$ cat config.mk
export PLATFORM = sky130hd
export DESIGN_NAME = rps_round_ctrl
export DESIGN_NICKNAME = d
export VERILOG_FILES = /design/src/rtl/rps_pkg.sv /design/src/rtl/rps_sync_edge.sv /design/src/rtl/rps_round_ctrl.sv
export SDC_FILE = /design/constraint.sdc
export NUM_CORES = 1
export LEC_CHECK = 0
export BUFFER_PORTS_ARGS = -buffer_cell sky130_fd_sc_hd__buf_2
export CORE_MARGIN = 2
export CORE_UTILIZATION = 50
export CTS_CLUSTER_DIAMETER = 80
export DETAILED_ROUTE_END_ITERATION = 7
export GPL_ROUTABILITY_DRIVEN = 1
export PLACE_DENSITY_LB_ADDON = 0.12
export SLEW_MARGIN = 30
export SYNTH_ARGS = -nofsm -noshare
export SYNTH_HDL_FRONTEND = slang
export SYNTH_SLANG_ARGS = --single-unit
$ cat constraint.sdc
create_clock -name clk -period 5.55 [get_ports clk]
set_clock_uncertainty 0.15 [all_clocks]
set_input_delay 1.3875 -clock clk [delete_from_list [all_inputs] [get_ports clk]]
set_output_delay 1.3875 -clock clk [all_outputs]
set_load 0.1 [all_outputs]
$ cat src/rtl/rps_pkg.sv
// Shared definitions for the stone-paper-scissors round controller:
// move encodings, judge result codes and the round controller states.
package rps_pkg;

    // Move switch encodings
    localparam logic [1:0] MV_STONE    = 2'b00;
    localparam logic [1:0] MV_PAPER    = 2'b01;
    localparam logic [1:0] MV_SCISSORS = 2'b10;
    localparam logic [1:0] MV_INVALID  = 2'b11;

    // Result codes returned by the combinational judge
    localparam logic [7:0] RES_TIE = 8'd0;
    localparam logic [7:0] RES_P1  = 8'd49;
    localparam logic [7:0] RES_P2  = 8'd50;
    localparam logic [7:0] RES_INV = 8'd63;

    // Round controller states
    typedef enum logic [1:0] {
        WAIT  = 2'd0,
        JUDGE = 2'd1,
        SHOW  = 2'd2,
        OVER  = 2'd3
    } state_t;

endpackage

$ cat src/rtl/rps_sync_edge.sv
// Two-flop synchroniser followed by a registered rising-edge detector.
// A level rising on din produces a one-cycle pulse on rise three clock
// edges later.
module rps_sync_edge (
    input  logic clk,
    input  logic rst,
    input  logic din,
    output logic rise
);

    logic meta;
    logic sync;
    logic sync_d;

    // Synchronise the asynchronous level, then flag its 0->1 transition
    always_ff @(posedge clk or posedge rst) begin
        if (rst) begin
            meta   <= 1'b0;
            sync   <= 1'b0;
            sync_d <= 1'b0;
            rise   <= 1'b0;
        end else begin
            // NOTE: non-blocking assignments make every flop sample the
            // pre-edge value of its source, so this forms a real shift chain.
            meta   <= din;
            sync   <= meta;
            sync_d <= sync;
            rise   <= sync & ~sync_d;
        end
    end

endmodule

$ cat src/rtl/rps_round_ctrl.sv
// Round controller in front of the stone-paper-scissors judge: locks both
// players' moves, captures the judge's verdict, holds it for display,
// keeps the score and declares the match winner.
module rps_round_ctrl
    import rps_pkg::*;
#(
    parameter int unsigned WIN_SCORE   = 3,
    parameter int unsigned HOLD_CYCLES = 16,
    parameter int unsigned HOLD_W      = 24
) (
    input  logic       clk,
    input  logic       rst,
    input  logic [1:0] p1_move,
    input  logic       p1_commit,
    input  logic [1:0] p2_move,
    input  logic       p2_commit,
    input  logic       new_match,
    input  logic [7:0] judge_result,
    output logic [1:0] judge_p1,
    output logic [1:0] judge_p2,
    output logic [7:0] disp,
    output logic [3:0] score_p1,
    output logic [3:0] score_p2,
    output logic       round_done,
    output logic       void_round,
    output logic [1:0] locked,
    output logic       match_over
);

    localparam logic [3:0]        WIN       = 4'(WIN_SCORE);
    localparam logic [HOLD_W-1:0] HOLD_LOAD = HOLD_W'(HOLD_CYCLES - 1);

    logic p1_rise;
    logic p2_rise;
    logic match_rise;

    state_t            state, state_n;
    logic [HOLD_W-1:0] hold, hold_n;
    logic [1:0]        judge_p1_n, judge_p2_n, locked_n;
    logic [7:0]        disp_n;
    logic [3:0]        score_p1_n, score_p2_n;
    logic              round_done_n, void_round_n;

    rps_sync_edge u_sync_p1 (.clk(clk), .rst(rst), .din(p1_commit), .rise(p1_rise));
    rps_sync_edge u_sync_p2 (.clk(clk), .rst(rst), .din(p2_commit), .rise(p2_rise));
    rps_sync_edge u_sync_nm (.clk(clk), .rst(rst), .din(new_match), .rise(match_rise));

    // Next-state and next-output decode; new_match overrides everything
    always_comb begin
        // NOTE: every target gets a default first so no path leaves one
        // unassigned, which would otherwise infer a latch.
        state_n      = state;
        hold_n       = hold;
        judge_p1_n   = judge_p1;
        judge_p2_n   = judge_p2;
        locked_n     = locked;
        disp_n       = disp;
        score_p1_n   = score_p1;
        score_p2_n   = score_p2;
        round_done_n = 1'b0;
        void_round_n = 1'b0;

        case (state)
            WAIT: begin
                disp_n = RES_TIE;
                if (p1_rise && !locked[0]) begin
                    judge_p1_n  = p1_move;
                    locked_n[0] = 1'b1;
                end
                if (p2_rise && !locked[1]) begin
                    judge_p2_n  = p2_move;
                    locked_n[1] = 1'b1;
                end
                if (locked == 2'b11) begin
                    state_n = JUDGE;
                end
            end
            JUDGE: begin
                disp_n       = judge_result;
                round_done_n = 1'b1;
                case (judge_result)
                    RES_TIE: ;
                    RES_P1:  if (score_p1 < WIN) score_p1_n = score_p1 + 4'd1;
                    RES_P2:  if (score_p2 < WIN) score_p2_n = score_p2 + 4'd1;
                    default: void_round_n = 1'b1;
                endcase
                hold_n  = HOLD_LOAD;
                state_n = SHOW;
            end
            SHOW: begin
                if (hold == '0) begin
                    locked_n = 2'b00;
                    if (score_p1 == WIN || score_p2 == WIN) begin
                        state_n = OVER;
                        disp_n  = (score_p1 == WIN) ? RES_P1 : RES_P2;
                    end else begin
                        state_n = WAIT;
                        disp_n  = RES_TIE;
                    end
                end else begin
                    hold_n = hold - HOLD_W'(1);
                end
            end
            OVER: begin
                disp_n = (score_p1 == WIN) ? RES_P1 : RES_P2;
            end
            default: state_n = WAIT;
        endcase

        if (match_rise) begin
            state_n      = WAIT;
            score_p1_n   = 4'd0;
            score_p2_n   = 4'd0;
            locked_n     = 2'b00;
            disp_n       = RES_TIE;
            hold_n       = '0;
            round_done_n = 1'b0;
            void_round_n = 1'b0;
        end
    end

    // State and output registers
    always_ff @(posedge clk or posedge rst) begin
        if (rst) begin
            state      <= WAIT;
            hold       <= '0;
            judge_p1   <= 2'b00;
            judge_p2   <= 2'b00;
            locked     <= 2'b00;
            disp       <= 8'd0;
            score_p1   <= 4'd0;
            score_p2   <= 4'd0;
            round_done <= 1'b0;
            void_round <= 1'b0;
        end else begin
            state      <= state_n;
            hold       <= hold_n;
            judge_p1   <= judge_p1_n;
            judge_p2   <= judge_p2_n;
            locked     <= locked_n;
            disp       <= disp_n;
            score_p1   <= score_p1_n;
            score_p2   <= score_p2_n;
            round_done <= round_done_n;
            void_round <= void_round_n;
        end
    end

    assign match_over = (state == OVER);

endmodule

; ---- Yosys cells after proc, flatten, opt, wreduce, memory -nomap -nowiden
; Cells that the tools add are included.
[op_classes]
n_div = 0
add_sub_neg = 3
reduce_logical = 25
muxes = 31
n_mul = 0
bitwise = 6
shift = 0
order_cmp = 2
eq_ne = 13
[ops]
columns = op, n
row1 = $mux W24, 2
row2 = $pmux W24 S2, 1
row3 = $mux W4, 8
row4 = $pmux W8 S4, 1
row5 = $logic_not A24 Y1, 1
row6 = $sub A24 B1 Y24 const B, 1
row7 = $eq A8 B6 Y1 const B, 2
row8 = $mux W8, 2
row9 = $ne A3 B2 Y1 const B, 5
row10 = $reduce_and A3 Y1, 5
row11 = $mux W2, 7
row12 = $reduce_bool A2 Y1, 5
row13 = $add A4 B1 Y4 const B, 2
row14 = $eq A4 B2 Y1 const B, 2
row15 = $logic_not A8 Y1, 1
row16 = $lt A4 B2 Y1 const B, 2
row17 = $mux W1, 7
row18 = $eq A2 B2 Y1 const B, 3
row19 = $mux W6, 1
row20 = $pmux W2 S3, 1
row21 = $reduce_and A2 Y1, 3
row22 = $reduce_bool A3 Y1, 2
row23 = $pmux W2 S2, 1
row24 = $reduce_bool A4 Y1, 1
row25 = 8 further kinds, 14
[word_totals]
inputBits = 17
register_bits = 62
mem_bits_ro = 0
latchBits = 0
n_memories = 0
out_inout_bits = 25
elab_cells = 103
ram_bits = 0

; ---- Longest topological paths before layout
[depth]
word_depth = 6
ltp_mapped = 9
mapped_depth_nobuf = 7

; ---- Modules after synthesis
; Synthesis repeated with hierarchy kept, for this count alone.
[unflattened]
cells_unflattened = 288
hier_area_um2 = 2990.4
[modules_own_cells]
columns = module, cells_each, n_inst, seq_area_each_um2, area_per_inst_um2
row1 = rps_round_ctrl, 270, 1, 1251.2, 2637.5
row2 = rps_sync_edge, 6, 3, 100.1, 117.6

; ---- Worst setup path before layout
; Ideal clock, no wire load.
[synth_timing]
path_type = input to register
start = input port judge_result[1]
end = register score_p1[1]
slack_ns = 2.750
arrival_time_ns = 2.518
stages = 4
n_path_buf = 0
required_time_ns = 5.268
setup_time_ns = 0.132
cell_sequence = or4b_2 -> nor3_1 -> mux2i_1 -> nor2_1
[synth_via]
elab_chain_len = 3
[synth_lines]
columns = element, line
row1 = start: declaration, rps_round_ctrl.sv:18  ; input logic [7:0] judge_result,
row2 = $eq A8 B6 Y1, rps_round_ctrl.sv:81  ; case (judge_result)
row3 = $reduce_bool A2 Y1 (no source line), --
row4 = $reduce_and A3 Y1 (no source line), --
row5 = end signal: assignment, rps_round_ctrl.sv:142  ; score_p1 <= score_p1_n;
row6 = end: declaration, rps_round_ctrl.sv:22  ; output logic [3:0] score_p1,
; Every way passes these cells.
; A chain may end at the register's enable or synchronous reset.

; ---- Worst setup path in the final report
[layout_timing]
start = register state[0]
end = output port match_over
[layout_via]
elab_chain_len = 1
[layout_lines]
columns = element, line
row1 = start: declaration, rps_round_ctrl.sv:37  ; state_t state, state_n;
row2 = start signal: assignment, rps_round_ctrl.sv:136  ; state <= state_n;
row3 = $eq A2 B2 Y1, rps_round_ctrl.sv:149  ; assign match_over = (state == OVER);
row4 = end: declaration, rps_round_ctrl.sv:27  ; output logic match_over
; Every way passes these cells.

==> results.yml <==
pwr:
  switching_share_pct: 48.00
  ir_worst_vdd_mv: 0.5370
  p_total_mw: 1.968
  clock_power_share_pct: 19.9
  power_leakage_nw: 1.573
  seqPwrFrac_pct: 32.4
  p_per_area_nw_per_um2: 567.5
  power.share.combinational_pct: 47.7
  switchingPower_uw: 944.7
  intPower_mw: 1.023
placement:
  place_ws_ns: 2.510
  hpwl_mm: 4.214
  place_congestion: 0.8121
  port_buffers: 41
yosys:
  synth_fp_nets: 323
  synth_most_common_cell: "dfrtp_1"
  yosysWarnings: 0
  yosys-top-cells-count: "dfrtp_1, a21oi_1, o21ai_0"
  ys_async_sr_fraction_pct: 100.0
  syn_avg_cell_area_um2: 10.04
  synth_top_area_share_pct: 51.86
  ys_types: 47
  yosysTopAreaCell: "dfrtp_1"
  synth_edf_count: 0
  synth_top_cells_by_area: "dfrtp_1, a21oi_1, o21ai_0"
  yosysSeqAreaShare_pct: 51.86
  syn_area_um2: 2992
  synth_seq_cells: 62
  netlist_instances: 298
  ys.flop_type: "dfrtp_1"
cts:
  clock_latency_ns: 0.34
  cts_tree: "built"
  cts_buffers: 9
  cts_hold_buf: 0
  clk_pin_slew_ns: 0.07
  root_buffer: "clkbuf_8"
  cts_buffer_depth: 2
  cts_setup_buffers: 0
  ctsResizeCount: 0
  cts.htree.levels: 3
  clock-sinks: 62
timing:
  fin_crit_sh_pct: 53.26
  slew_viol_final: 0
  finalCriticalPeriod_ns: 2.956
  rsz0062_at_grt: "false"
  finalSetupViolCount: 0
  report.final.hold_viol_count: 0
  worstMarginPinSlew_ns: 0.8334
  max_slew_margin_pct: 43.85
  setup-tns-final_ns: 0
  max_freq_mhz: 338.3
  finalWorstSetupSlack_ns: 2.594
routing:
  drt_first_pass_iters: 4
  drtAntennaViolNets: 0
  num_vias: 2391
  drtIter0Drc: 71
  viasPerCell: 5.706
  drc: 0
  wl_per_cell_um: 14.62
  wl_mm: 6.127
setup_path:
  startpoint_type: "register"
  r2r_start: "hold[4]"
  crit_path_start: "state[0]"
  worst-path-max-fanout: 4
  r2r_cells: 5
  cp_data_required_time_ns: 4.01
  crit_arrival_ns: 1.42
  path_class: "register to output pin"
  critPathCaptureType: "output pin"
floorplan:
  initial_utilization_pct: 51.13
  fp-row-count: 28
  die_h_um: 81.35
  num_io_pins: 42
  coreArea_um2: 5851
  dieArea_um2: 6618
  die_x_um: 81.35
final_layout:
  num_antenna_cells: 0
  layout.nets: 364
  layout-drive-gt1-share_pct: 24.13
  post-route-util_pct: 59.28
  area_delta_synth_final_pct: 15.93
grt:
  grt_pass1_wl_mm: 10.45
  grt-ovfl-total: 0
  grt_util_all_layers_pct: 20.89
  grt_max_degree: 63
  grt_pass1_vias: 2244
  antenna_found_initial: 0
worst_hold_path:
  min_path_type: "register to register"
  min-delay-start: "u_sync_nm.meta"
  min_path_cells: 0
flow_run:
  maxCapViolations: 0
outcome:
  status: "completed"
[cells by family after synthesis]
logic type | Yosys count | synth area share [%]
adder cells (fa/ha/maj) | 8 | 3.346
XOR/XNOR | 4 | 1.171
buffers and inverters | 22 | 2.802
AO/OA/AOI/OAI | 75 | 15.10
flip-flops | 62 | 51.86
AND/OR/NAND/NOR | 121 | 23.55
multiplexers | 6 | 2.175
[final timing paths]
path | end | slack, ns
min | u_sync_nm.sync | 0.20
min reg2reg | u_sync_nm.sync | 0.20
max | match_over | 2.59
max in group asynchronous | hold[8] | 3.64
max reg2reg | hold[17] | 2.73
min in group asynchronous | hold[16] | 1.11
[worst max-delay path: stages (launching register included)]
cell and delay [ns]:
dfrtp_1 0.39, ha_1 0.24, buf_2 0.45
[placed cells by master (no fill, tap or decap), drive strengths merged, types with 3 or more instances in the layout]
cell    instances
dfrtp          62
a21oi          27
mux2            4
nor2           18
ha              8
nor2b          10
nor4            9
buf            44
xnor2           3
a311oi          3
nand2          17
or4            11
or2             4
a21boi          3
nand3           7
nor3            8
nand2b          3
o21ai          25
inv             8
clkbuf         10
o31ai           4
clkinv          4
nor3b           3
or3            16
nand4           5
[power groups by stage]
stage / clock [mW] / combinational (mW) / sequential [mW]
global route: 0.426 / 1.02 / 0.655
detailed placement: 0 / 0.934 / 0.646
global placement: 0 / 0.926 / 0.642
CTS: 0.406 / 0.940 / 0.637
finish: 0.392 / 0.939 / 0.637
floorplan: 0 / 0.500 / 0.885
[routing by layer]
metal / global-route usage (%) / up-vias / routed length [um]
met5: 0 / - / 0
met3: 5.000 / 13 / 179
met4: 8.644 / 0 / 133
li1: - / 1183 / -
met1: 28.77 / 1156 / 2913
met2: 31.64 / 39 / 2901
[cell type report]
| cell class | instances | area, um2 |
|---|---|---|
| clock buffers | 10 | 137.6 |
| well taps | 75 | 93.84 |
| flip-flops and latches | 62 | 1551 |
| clock inverters | 6 | 61.31 |
| inverters | 8 | 30.03 |
| fillers | 524 | 2382 |
| repair buffers | 44 | 227.7 |
| multi-input cells | 214 | 1366 |
[sequential cells by signal, indices dropped and copies added, names as in the netlist, 2 cells and up]
register  flops
score_p2      4
score_p1      4
judge_p2      2
disp          8
locked        2
hold         24
judge_p1      2
state         2
[through the flow]
step	instances	hold WS (ns)	instance area [um2]
final	419	0.2012	3468
after CTS	419	0.2060	3465
after floorplan	298	0.1812	2992
after global routing	419	0.2141	3468
after global placement	403	0.1823	3266
after detailed placement	403	0.1903	3266
Power figures use the tool's default switching activity.
